`src/rtl/rx_if.sv`:
```
// Serial receive-side bus: line, oversample tick, consumer ack and received byte/status.
interface rx_if;
  logic       rxd;
  logic       rxen;
  logic       rd;
  logic [7:0] rx_data;
  logic       rx_valid;
  logic       frame_err;
  logic       overrun_err;

  modport slave  (input rxd, rxen, rd, output rx_data, rx_valid, frame_err, overrun_err);
  modport master (output rxd, rxen, rd, input rx_data, rx_valid, frame_err, overrun_err);
endinterface

```
`src/rtl/rx.sv`:
```
// 8N1 asynchronous receiver: oversampled on an external tick, mid-bit sampling,
// start/stop validation, byte held until acknowledged.
module rx #(
  parameter int OSR = 16
) (
  input  logic clk,
  input  logic n_rst,
  rx_if.slave  bus
);
  localparam int SW = $clog2(OSR);
  localparam logic [SW-1:0] HALF = SW'(OSR / 2 - 1);
  localparam logic [SW-1:0] LAST = SW'(OSR - 1);

  typedef enum logic [2:0] {IDLE, START, DATA, STOP, BRK} state_t;

  state_t        state_q, state_d;
  logic [SW-1:0] scnt_q, scnt_d;
  logic [2:0]    bcnt_q, bcnt_d;
  logic [7:0]    shreg_q, shreg_d;
  logic [7:0]    data_q, data_d;
  logic          valid_q, valid_d;
  logic          ferr_q, ferr_d;
  logic          ovr_q, ovr_d;
  logic          sync_q, rxs_q;

  always_ff @(posedge clk) begin
    if (n_rst) begin
      sync_q  <= 1'b1;
      rxs_q   <= 1'b1;
      state_q <= IDLE;
      scnt_q  <= '0;
      bcnt_q  <= '0;
      shreg_q <= '0;
      data_q  <= '0;
      valid_q <= 1'b0;
      ferr_q  <= 1'b0;
      ovr_q   <= 1'b0;
    end else begin
      sync_q  <= bus.rxd;
      rxs_q   <= sync_q;
      state_q <= state_d;
      scnt_q  <= scnt_d;
      bcnt_q  <= bcnt_d;
      shreg_q <= shreg_d;
      data_q  <= data_d;
      valid_q <= valid_d;
      ferr_q  <= ferr_d;
      ovr_q   <= ovr_d;
    end
  end

  always_comb begin
    state_d = state_q;
    scnt_d  = scnt_q;
    bcnt_d  = bcnt_q;
    shreg_d = shreg_q;
    data_d  = data_q;
    valid_d = valid_q;
    ferr_d  = ferr_q;
    ovr_d   = ovr_q;
    // Ack clears first; a good stop in the same cycle overrides below.
    if (bus.rd) begin
      valid_d = 1'b0;
      ovr_d   = 1'b0;
    end
    case (state_q)
      IDLE: if (bus.rxen && !rxs_q) begin
        state_d = START;
        scnt_d  = '0;
      end
      START: if (bus.rxen) begin
        if (scnt_q == HALF) begin
          scnt_d = '0;
          if (!rxs_q) begin
            state_d = DATA;
            bcnt_d  = '0;
          end else begin
            state_d = IDLE;
          end
        end else begin
          scnt_d = scnt_q + 1'b1;
        end
      end
      DATA: if (bus.rxen) begin
        if (scnt_q == LAST) begin
          shreg_d = {rxs_q, shreg_q[7:1]};
          scnt_d  = '0;
          bcnt_d  = bcnt_q + 3'd1;
          if (bcnt_q == 3'd7) state_d = STOP;
        end else begin
          scnt_d = scnt_q + 1'b1;
        end
      end
      STOP: if (bus.rxen) begin
        if (scnt_q == LAST) begin
          scnt_d = '0;
          if (rxs_q) begin
            data_d  = shreg_q;
            valid_d = 1'b1;
            ferr_d  = 1'b0;
            if (valid_q && !bus.rd) ovr_d = 1'b1;
            state_d = IDLE;
          end else begin
            ferr_d  = 1'b1;
            state_d = BRK;
          end
        end else begin
          scnt_d = scnt_q + 1'b1;
        end
      end
      // Line held low after a bad stop: wait for idle before hunting a start.
      BRK: if (bus.rxen && rxs_q) state_d = IDLE;
      default: state_d = IDLE;
    endcase
  end

  assign bus.rx_data     = data_q;
  assign bus.rx_valid    = valid_q;
  assign bus.frame_err   = ferr_q;
  assign bus.overrun_err = ovr_q;
endmodule

```
`src/flat_wrapper.sv`:
```
// flat-port wrapper written by rule: the top's interface ports become plain ports
module rx_flat 
#(
  parameter int OSR = 16
)
  (clk, n_rst, bus_rxd, bus_rxen, bus_rd, bus_rx_data, bus_rx_valid, bus_frame_err, bus_overrun_err);
  rx_if bus_i ();
  input  logic clk;
  input  logic n_rst;
  input wire logic [$bits(bus_i.rxd)-1:0] bus_rxd;
  input wire logic [$bits(bus_i.rxen)-1:0] bus_rxen;
  input wire logic [$bits(bus_i.rd)-1:0] bus_rd;
  output wire logic [$bits(bus_i.rx_data)-1:0] bus_rx_data;
  output wire logic [$bits(bus_i.rx_valid)-1:0] bus_rx_valid;
  output wire logic [$bits(bus_i.frame_err)-1:0] bus_frame_err;
  output wire logic [$bits(bus_i.overrun_err)-1:0] bus_overrun_err;
  assign bus_i.rxd = bus_rxd;
  assign bus_i.rxen = bus_rxen;
  assign bus_i.rd = bus_rd;
  assign bus_rx_data = bus_i.rx_data;
  assign bus_rx_valid = bus_i.rx_valid;
  assign bus_frame_err = bus_i.frame_err;
  assign bus_overrun_err = bus_i.overrun_err;
  rx #(.OSR(OSR)) u_core (.clk(clk), .n_rst(n_rst), .bus(bus_i));
endmodule
```
`config.mk`:
```
export PLATFORM = sky130hd
export DESIGN_NAME = rx_flat
export DESIGN_NICKNAME = d
export VERILOG_FILES = /design/src/rtl/rx_if.sv /design/src/rtl/rx.sv /design/src/flat_wrapper.sv
export SDC_FILE = /design/constraint.sdc
export NUM_CORES = 1
export LEC_CHECK = 0
export ABC_AREA = 1
export BUFFER_PORTS_ARGS = -buffer_cell sky130_fd_sc_hd__buf_2
export CORE_ASPECT_RATIO = 0.5
export CORE_UTILIZATION = 30
export DETAILED_ROUTE_END_ITERATION = 10
export GPL_ROUTABILITY_DRIVEN = 0
export PLACE_DENSITY_LB_ADDON = 0.12
export SLEW_MARGIN = 20
export SYNTH_ARGS = -nofsm -noshare
export SYNTH_HDL_FRONTEND = slang
export SYNTH_SLANG_ARGS = --single-unit
export TNS_END_PERCENT = 5
```
`constraint.sdc`:
```
create_clock -name clk -period 1.5 [get_ports clk]
set_input_delay 0.15 -clock clk [delete_from_list [all_inputs] [get_ports clk]]
set_output_delay 0.15 -clock clk [all_outputs]
set_load 0.02 [all_outputs]
```
==> flow_metrics.py, run 1 <==
metrics = {
    "detailed_routing": {
        "vias": 1219,
        "drc": 0,
        "wl_um": 3000,
        "drt_iter0_markers": 53,
        "drt_first_pass_iters": 6,
        "wl_per_cell_um": 11.1,
        "drtAntennaViolNets": 0,
        "routed_via_density": 4.50,
    },
    "timing": {
        "slew_violations": 0,
        "worst_pin_slew_ns": 0.255,
        "fmax_ghz": 0.723,
        "hold_viol_final": 0,
        "rsz0062_at_grt": "yes",
        "fin_crit_sh": 0.922,
        "finClkSkew_ns": 0.00537,
        "fin_tns_setup_ns": 0,
        "slew_headroom": 0.830,
        "post-route-min-period_ns": 1.38,
        "setup_viol": 0,
    },
    "final_layout": {
        "post-route-util": 0.377,
        "fillers": 480,
        "diodes": 0,
        "multiInputGateArea_um2": 707,
        "seq_area_um2": 623,
        "fin_nets": 222,
        "areaGrowthSynthToFinish_pct": 19.9,
        "stdcell_area_um2": 1680,
        "drive_above_1_share": 0.252,
    },
    "synthesis": {
        "syn-mean-instance-area_um2": 7.36,
        "ys_warn_count": 0,
        "synth_top_area_share": 0.444,
        "synth-simple-area-share": 0.351,
        "synthesis.area_um2": 1400,
        "synth.net_count": 198,
        "synth_commonest_cells": "nor2_1, nand2_1, dfxtp_1",
        "synth-xor-area-share": 0.00626,
        "synth_flop_cell": "dfxtp_1",
        "muxShareOfSynthArea": 0,
        "synth_compound_area_frac": 0.105,
        "synth.most_common_cell": "nor2_1",
        "async_flop_share": 0,
        "synth_top_family_by_area": "simple AND/OR/NAND/NOR gates",
        "yosysTopAreaCell": "dfxtp_1",
        "synthCells": 190,
        "yosysSeqAreaShare": 0.444,
        "synthAdderAreaFrac": 0.0268,
        "yosys-top-cells-area": "dfxtp_1, nor2_1, nand2_1",
        "synth_edf_count": 0,
        "synth_cell_types": 26,
        "ys_ff_latch": 31,
    },
    "clock_tree": {
        "cts_buffers": 5,
        "clockRootBuffer": "clkbuf_8",
        "cts_tree": "done",
        "clockBufferDepth": 2,
        "clk_pin_slew_worst_paths_ns": 0.07,
        "ctsHoldBuffers": 0,
        "cts_sinks": 31,
        "clk_latency_ns": 0.28,
        "cts_max_level": 2,
    },
    "placement": {
        "place_area_um2": 1560,
        "hpwl_um": 2080,
        "io_buffers": 15,
    },
    "floorplan": {
        "rows": 17,
        "die_x_um": 98.6,
        "die_h_um": 50.3,
        "start_util": 0.315,
        "ioPinCount": 16,
        "dieArea_um2": 4960,
        "core_um2": 4450,
    },
    "outcome": {
        "status": "finished, final reports clean",
    },
    "critical_path": {
        "reg2regPathDepth": 7,
        "crit_type": "reg -> reg",
        "critPathLaunchType": "register",
        "end_kind": "register",
        "crit_fanout": 8,
        "rrSetupSlack_ns": 0.12,
        "required_ns": 1.67,
        "crit_arrival_ns": 1.55,
    },
    "power_and_ir_drop": {
        "peakVddDrop_mv": 0.456,
        "powerDensity_nw_per_um2": 1380,
        "total_power_mw": 2.31,
        "p_leak_nw": 0.799,
    },
    "global_route": {
        "grt_pass1_wl_um": 4890,
        "grt_overflow_total": 0,
        "first_global_vias": 1066,
        "antenna_found_initial": 0,
        "grt_max_degree": 11,
        "grt_usage": 0.130,
    },
    "flow_run": {
        "maxCapViolations": 0,
    },
    "worst_hold_path": {
        "hold_path_class": "in -> reg",
        "hold_depth": 2,
    },
}
-- flip-flops by register name, summed over array words and instances (netlist names) --
register and count:
u_core.bcnt_q 3, u_core.bus.rx_valid 1, u_core.bus.rx_data 8, u_core.bus.frame_err 1, u_core.sync_q 1, u_core.rxs_q 1
u_core.bus.overrun_err 1, u_core.state_q 3, u_core.shreg_q 8, u_core.scnt_q 4
-- routing by layer --
metal,global-route usage,wire [um]
met5,0,0
met4,0.0597,36
met3,0.0418,66
met2,0.200,1300
met1,0.168,1600
-- logic make-up (layout without fill, tap and decap cells) --
| group | count (synthesis) | after routing |
|---|---|---|
| AOI/OAI and AO/OA | 27 | 27 |
| xor gates and xnor gates | 1 | 1 |
| adders and majority gates | 3 | 3 |
| buffers and inverters | 23 | 46 |
| DFF | 31 | 31 |
| and+or+nand+nor | 105 | 106 |
-- report_power, final --
| group | switching (mW) | internal (mW) |
|---|---|---|
| sequential | 0.0698 | 0.883 |
| clock | 0.304 | 0.359 |
| combinational | 0.443 | 0.248 |
-- layout make-up --
type | count | share of cell area
Multi-Input combinational cell | 137 | 0.421
Sequential cell | 31 | 0.371
Timing Repair Buffer | 20 | 0.0671
Clock buffer | 6 | 0.0492
Inverter | 19 | 0.0455
Tap cell | 57 | 0.0425
Clock inverter | 1 | 0.00298
-- path summary, 6_finish.rpt --
check,start,end
setup / recovery,u_core.scnt_q[0]$_SDFFE_PP0P_,u_core.shreg_q[1]$_SDFFE_PP0P_
hold / removal,bus_rxd,u_core.sync_q$_SDFF_PP1_
setup reg to reg,u_core.scnt_q[0]$_SDFFE_PP0P_,u_core.shreg_q[1]$_SDFFE_PP0P_
hold reg to reg,u_core.sync_q$_SDFF_PP1_,u_core.rxs_q$_SDFF_PP1_
-- cells in the final DEF, fill, tap and decap left out, types with 4 or more instances in the layout --
cell and instances:
o21ai_1 11, o21ai_0 6, clkbuf_8 6, inv_2 7, nor2_1 41, a21oi_1 9
dfxtp_1 29, buf_2 15, nand2_2 4, nand2_1 33, buf_4 5, nand3_1 13
inv_1 10
-- metrics by stage --
| step | hold WS [ns] | setup slack [ns] | cells |
|---|---|---|---|
| 3_3_place_gp | 0.336 | 0.0209 | 262 |
| 6_report | 0.0480 | 0.117 | 271 |
| 5_1_grt | 0.0476 | -0.0202 | 271 |
| 3_5_place_dp | 0.336 | -0.0186 | 262 |
| 2_1_floorplan | 0.254 | 0.170 | 190 |
| 4_1_cts | 0.0388 | 0.0257 | 271 |
-- critical path: stages, from the launching register on --
cell     delay [ns]
dfxtp_2        0.39
ha_4           0.18
nand4_1        0.15
inv_2          0.11
buf_4          0.12
nand2_4        0.08
o21ai_0        0.19
nor2_1         0.05
-- what timing repair did --
item | 4_1_cts | 5_1_grt
setup buffers | 1 | 0
resized for setup | 1 | 5
pin swaps | 1 | 1
cloned | 1 | 0
endpoints found under the setup margin | 8 | 23
Power figures use the tool's default switching activity.
==> run 2, diff against run 1 <==
--- a/config.mk
+++ b/config.mk
@@ -7,7 +7,9 @@
 export LEC_CHECK = 0
 export ABC_AREA = 1
 export BUFFER_PORTS_ARGS = -buffer_cell sky130_fd_sc_hd__buf_2
+export CAP_MARGIN = 25
 export CORE_ASPECT_RATIO = 0.5
+export CORE_MARGIN = 2
 export CORE_UTILIZATION = 30
 export DETAILED_ROUTE_END_ITERATION = 10
 export GPL_ROUTABILITY_DRIVEN = 0
==> flow_metrics.py, run 2 (same netlist as run 1, synthesis figures left out) <==
metrics = {
    "outcome": {
        "status": "finished, final reports clean",
    },
    "detailed_routing": {
        "vias": 1209,
        "wl_per_cell_um": 10.9,
        "drc": 0,
        "routed_via_density": 4.43,
        "drtAntennaViolNets": 0,
        "drt_iter0_markers": 48,
        "wl_um": 2980,
        "drt_first_pass_iters": 4,
    },
    "clock_tree": {
        "cts_max_level": 2,
        "cts_sinks": 31,
        "cts_tree": "done",
        "cts_buffers": 5,
        "clk_latency_ns": 0.28,
        "clockBufferDepth": 2,
        "clk_pin_slew_worst_paths_ns": 0.07,
        "clockRootBuffer": "clkbuf_8",
        "ctsHoldBuffers": 0,
    },
    "global_route": {
        "use_met2": 0.181,
        "antenna_found_initial": 0,
        "use_met1": 0.171,
        "grt_overflow_total": 0,
        "grt_usage": 0.126,
        "first_global_vias": 1079,
        "busiest_layer": "met2",
        "grt_max_degree": 14,
        "grt_pass1_wl_um": 4950,
        "met3_usage": 0.0400,
    },
    "power_and_ir_drop": {
        "swShare": 0.341,
        "combPwrFrac": 0.278,
        "clkPwrFrac": 0.336,
        "switchingPower_mw": 0.840,
        "total_power_mw": 2.46,
        "powerDensity_nw_per_um2": 1440,
        "p_leak_nw": 0.815,
        "peakVddDrop_mv": 0.460,
        "seqPwrFrac": 0.385,
        "p_int_mw": 1.62,
    },
    "final_layout": {
        "drive_above_1_share": 0.259,
        "final_cell_count_no_fill": 273,
        "post-route-util": 0.385,
        "final_cell_mix": "nor2_1, nand2_1, dfxtp_1, buf_2, nand3_1",
        "seq_area_um2": 626,
        "fillers": 466,
        "multiInputGateArea_um2": 707,
        "final_common_cell": "nor2_1",
        "stdcell_area_um2": 1710,
        "areaGrowthSynthToFinish_pct": 22.5,
        "fin_nets": 223,
        "diodes": 0,
    },
    "worst_hold_path": {
        "hold_path_class": "in -> reg",
    },
    "critical_path": {
        "required_ns": 1.68,
        "crit_arrival_ns": 1.51,
        "timing.critical_path.mode_cell": "nor2_1",
        "end_kind": "register",
        "path_cells": "ha_4 -> nand4_1 -> inv_2 -> nand2_4 -> nor2_8 -> inv_4 -> nor2_1 -> nor2_1",
        "critPathTopFamily": "simple AND/OR/NAND/NOR gates",
        "crit_type": "reg -> reg",
        "cp_slowest_cell": "dfxtp_4",
        "slowest_delay_ns": 0.37,
        "path_buf_inv": 2,
        "critPathLaunchType": "register",
        "crit_fanout": 9,
    },
    "placement": {
        "hpwl_um": 2190,
        "pre_cts_ws_ns": 0.0426,
        "place_area_um2": 1560,
        "placedCellCount": 262,
        "io_buffers": 15,
    },
    "floorplan": {
        "die_x_um": 101,
        "ioPinCount": 16,
        "dieArea_um2": 5260,
        "start_util": 0.315,
        "rows": 17,
        "core_um2": 4450,
        "die_h_um": 52.3,
    },
    "timing": {
        "rsz0062_at_grt": "no",
        "post-route-min-period_ns": 1.33,
        "hold_viol_final": 0,
        "slew_headroom": 0.813,
        "slew_violations": 0,
        "fmax_ghz": 0.754,
        "worst_pin_slew_ns": 0.281,
        "fin_tns_setup_ns": 0,
        "finClkSkew_ns": 0.00462,
        "fin_crit_sh": 0.885,
        "setup_viol": 0,
        "worst_hold_slack_ns": 0.0440,
        "fin_ws_ns": 0.173,
    },
    "flow_run": {
        "maxCapViolations": 0,
    },
}
## run 2: changes by cell type in the layout (fill, tap and decap cells not counted), sizes merged
cell    change
buf         +1
bufinv      +1
clkinv      +1
clkbuf      -1
## run 2: path summary, 6_finish.rpt
| kind | start | endpoint | slack, ns | depth (start not counted) |
|---|---|---|---|---|
| max reg2reg | u_core.scnt_q[0]$_SDFFE_PP0P_ | u_core.bus.rx_data[5]$_SDFFE_PP0P_ | 0.17 | 8 |
| max | u_core.scnt_q[0]$_SDFFE_PP0P_ | u_core.bus.rx_data[5]$_SDFFE_PP0P_ | 0.17 | 8 |
| min | bus_rxd | u_core.sync_q$_SDFF_PP1_ | 0.04 | 2 |
| min reg2reg | u_core.sync_q$_SDFF_PP1_ | u_core.rxs_q$_SDFF_PP1_ | 0.42 | 1 |
## run 2: power groups by stage
stage	sequential, mW	combinational, mW	clock, mW
6_report	0.949	0.685	0.829
5_1_grt	0.961	0.786	0.889
4_1_cts	0.943	0.695	0.850
3_5_place_dp	0.961	0.690	0
3_3_place_gp	0.961	0.684	0
2_1_floorplan	0.934	0.589	0
## run 2: worst reg2reg max path, delay by kind of cell (launching register included)
family / cells / cell delay (ns)
adder cells (fa/ha/maj): 1 / 0.16
buffers and inverters: 2 / 0.18
flip-flops: 1 / 0.37
AND/OR/NAND/NOR: 5 / 0.53
## run 2: area by class of cell
cell class,instances,share of cell area
Clock inverter,3,0.0256
Multi-Input combinational cell,137,0.413
Inverter,19,0.0446
Timing Repair Buffer,21,0.0701
Clock buffer,5,0.0402
Sequential cell,31,0.365
Tap cell,57,0.0416
## run 2: routing by layer
metal	vias up	part of all wire
li1	653	-
met1	536	0.54
met2	15	0.42
met3	5	0.032
met4	0	0.011
met5	-	0
## run 2: what timing repair did
action,4_1_cts,5_1_grt
gates resized for setup,0,7
buffers inserted,0,2
setup endpoints to repair,0,25
endpoints found under the hold margin,0,0
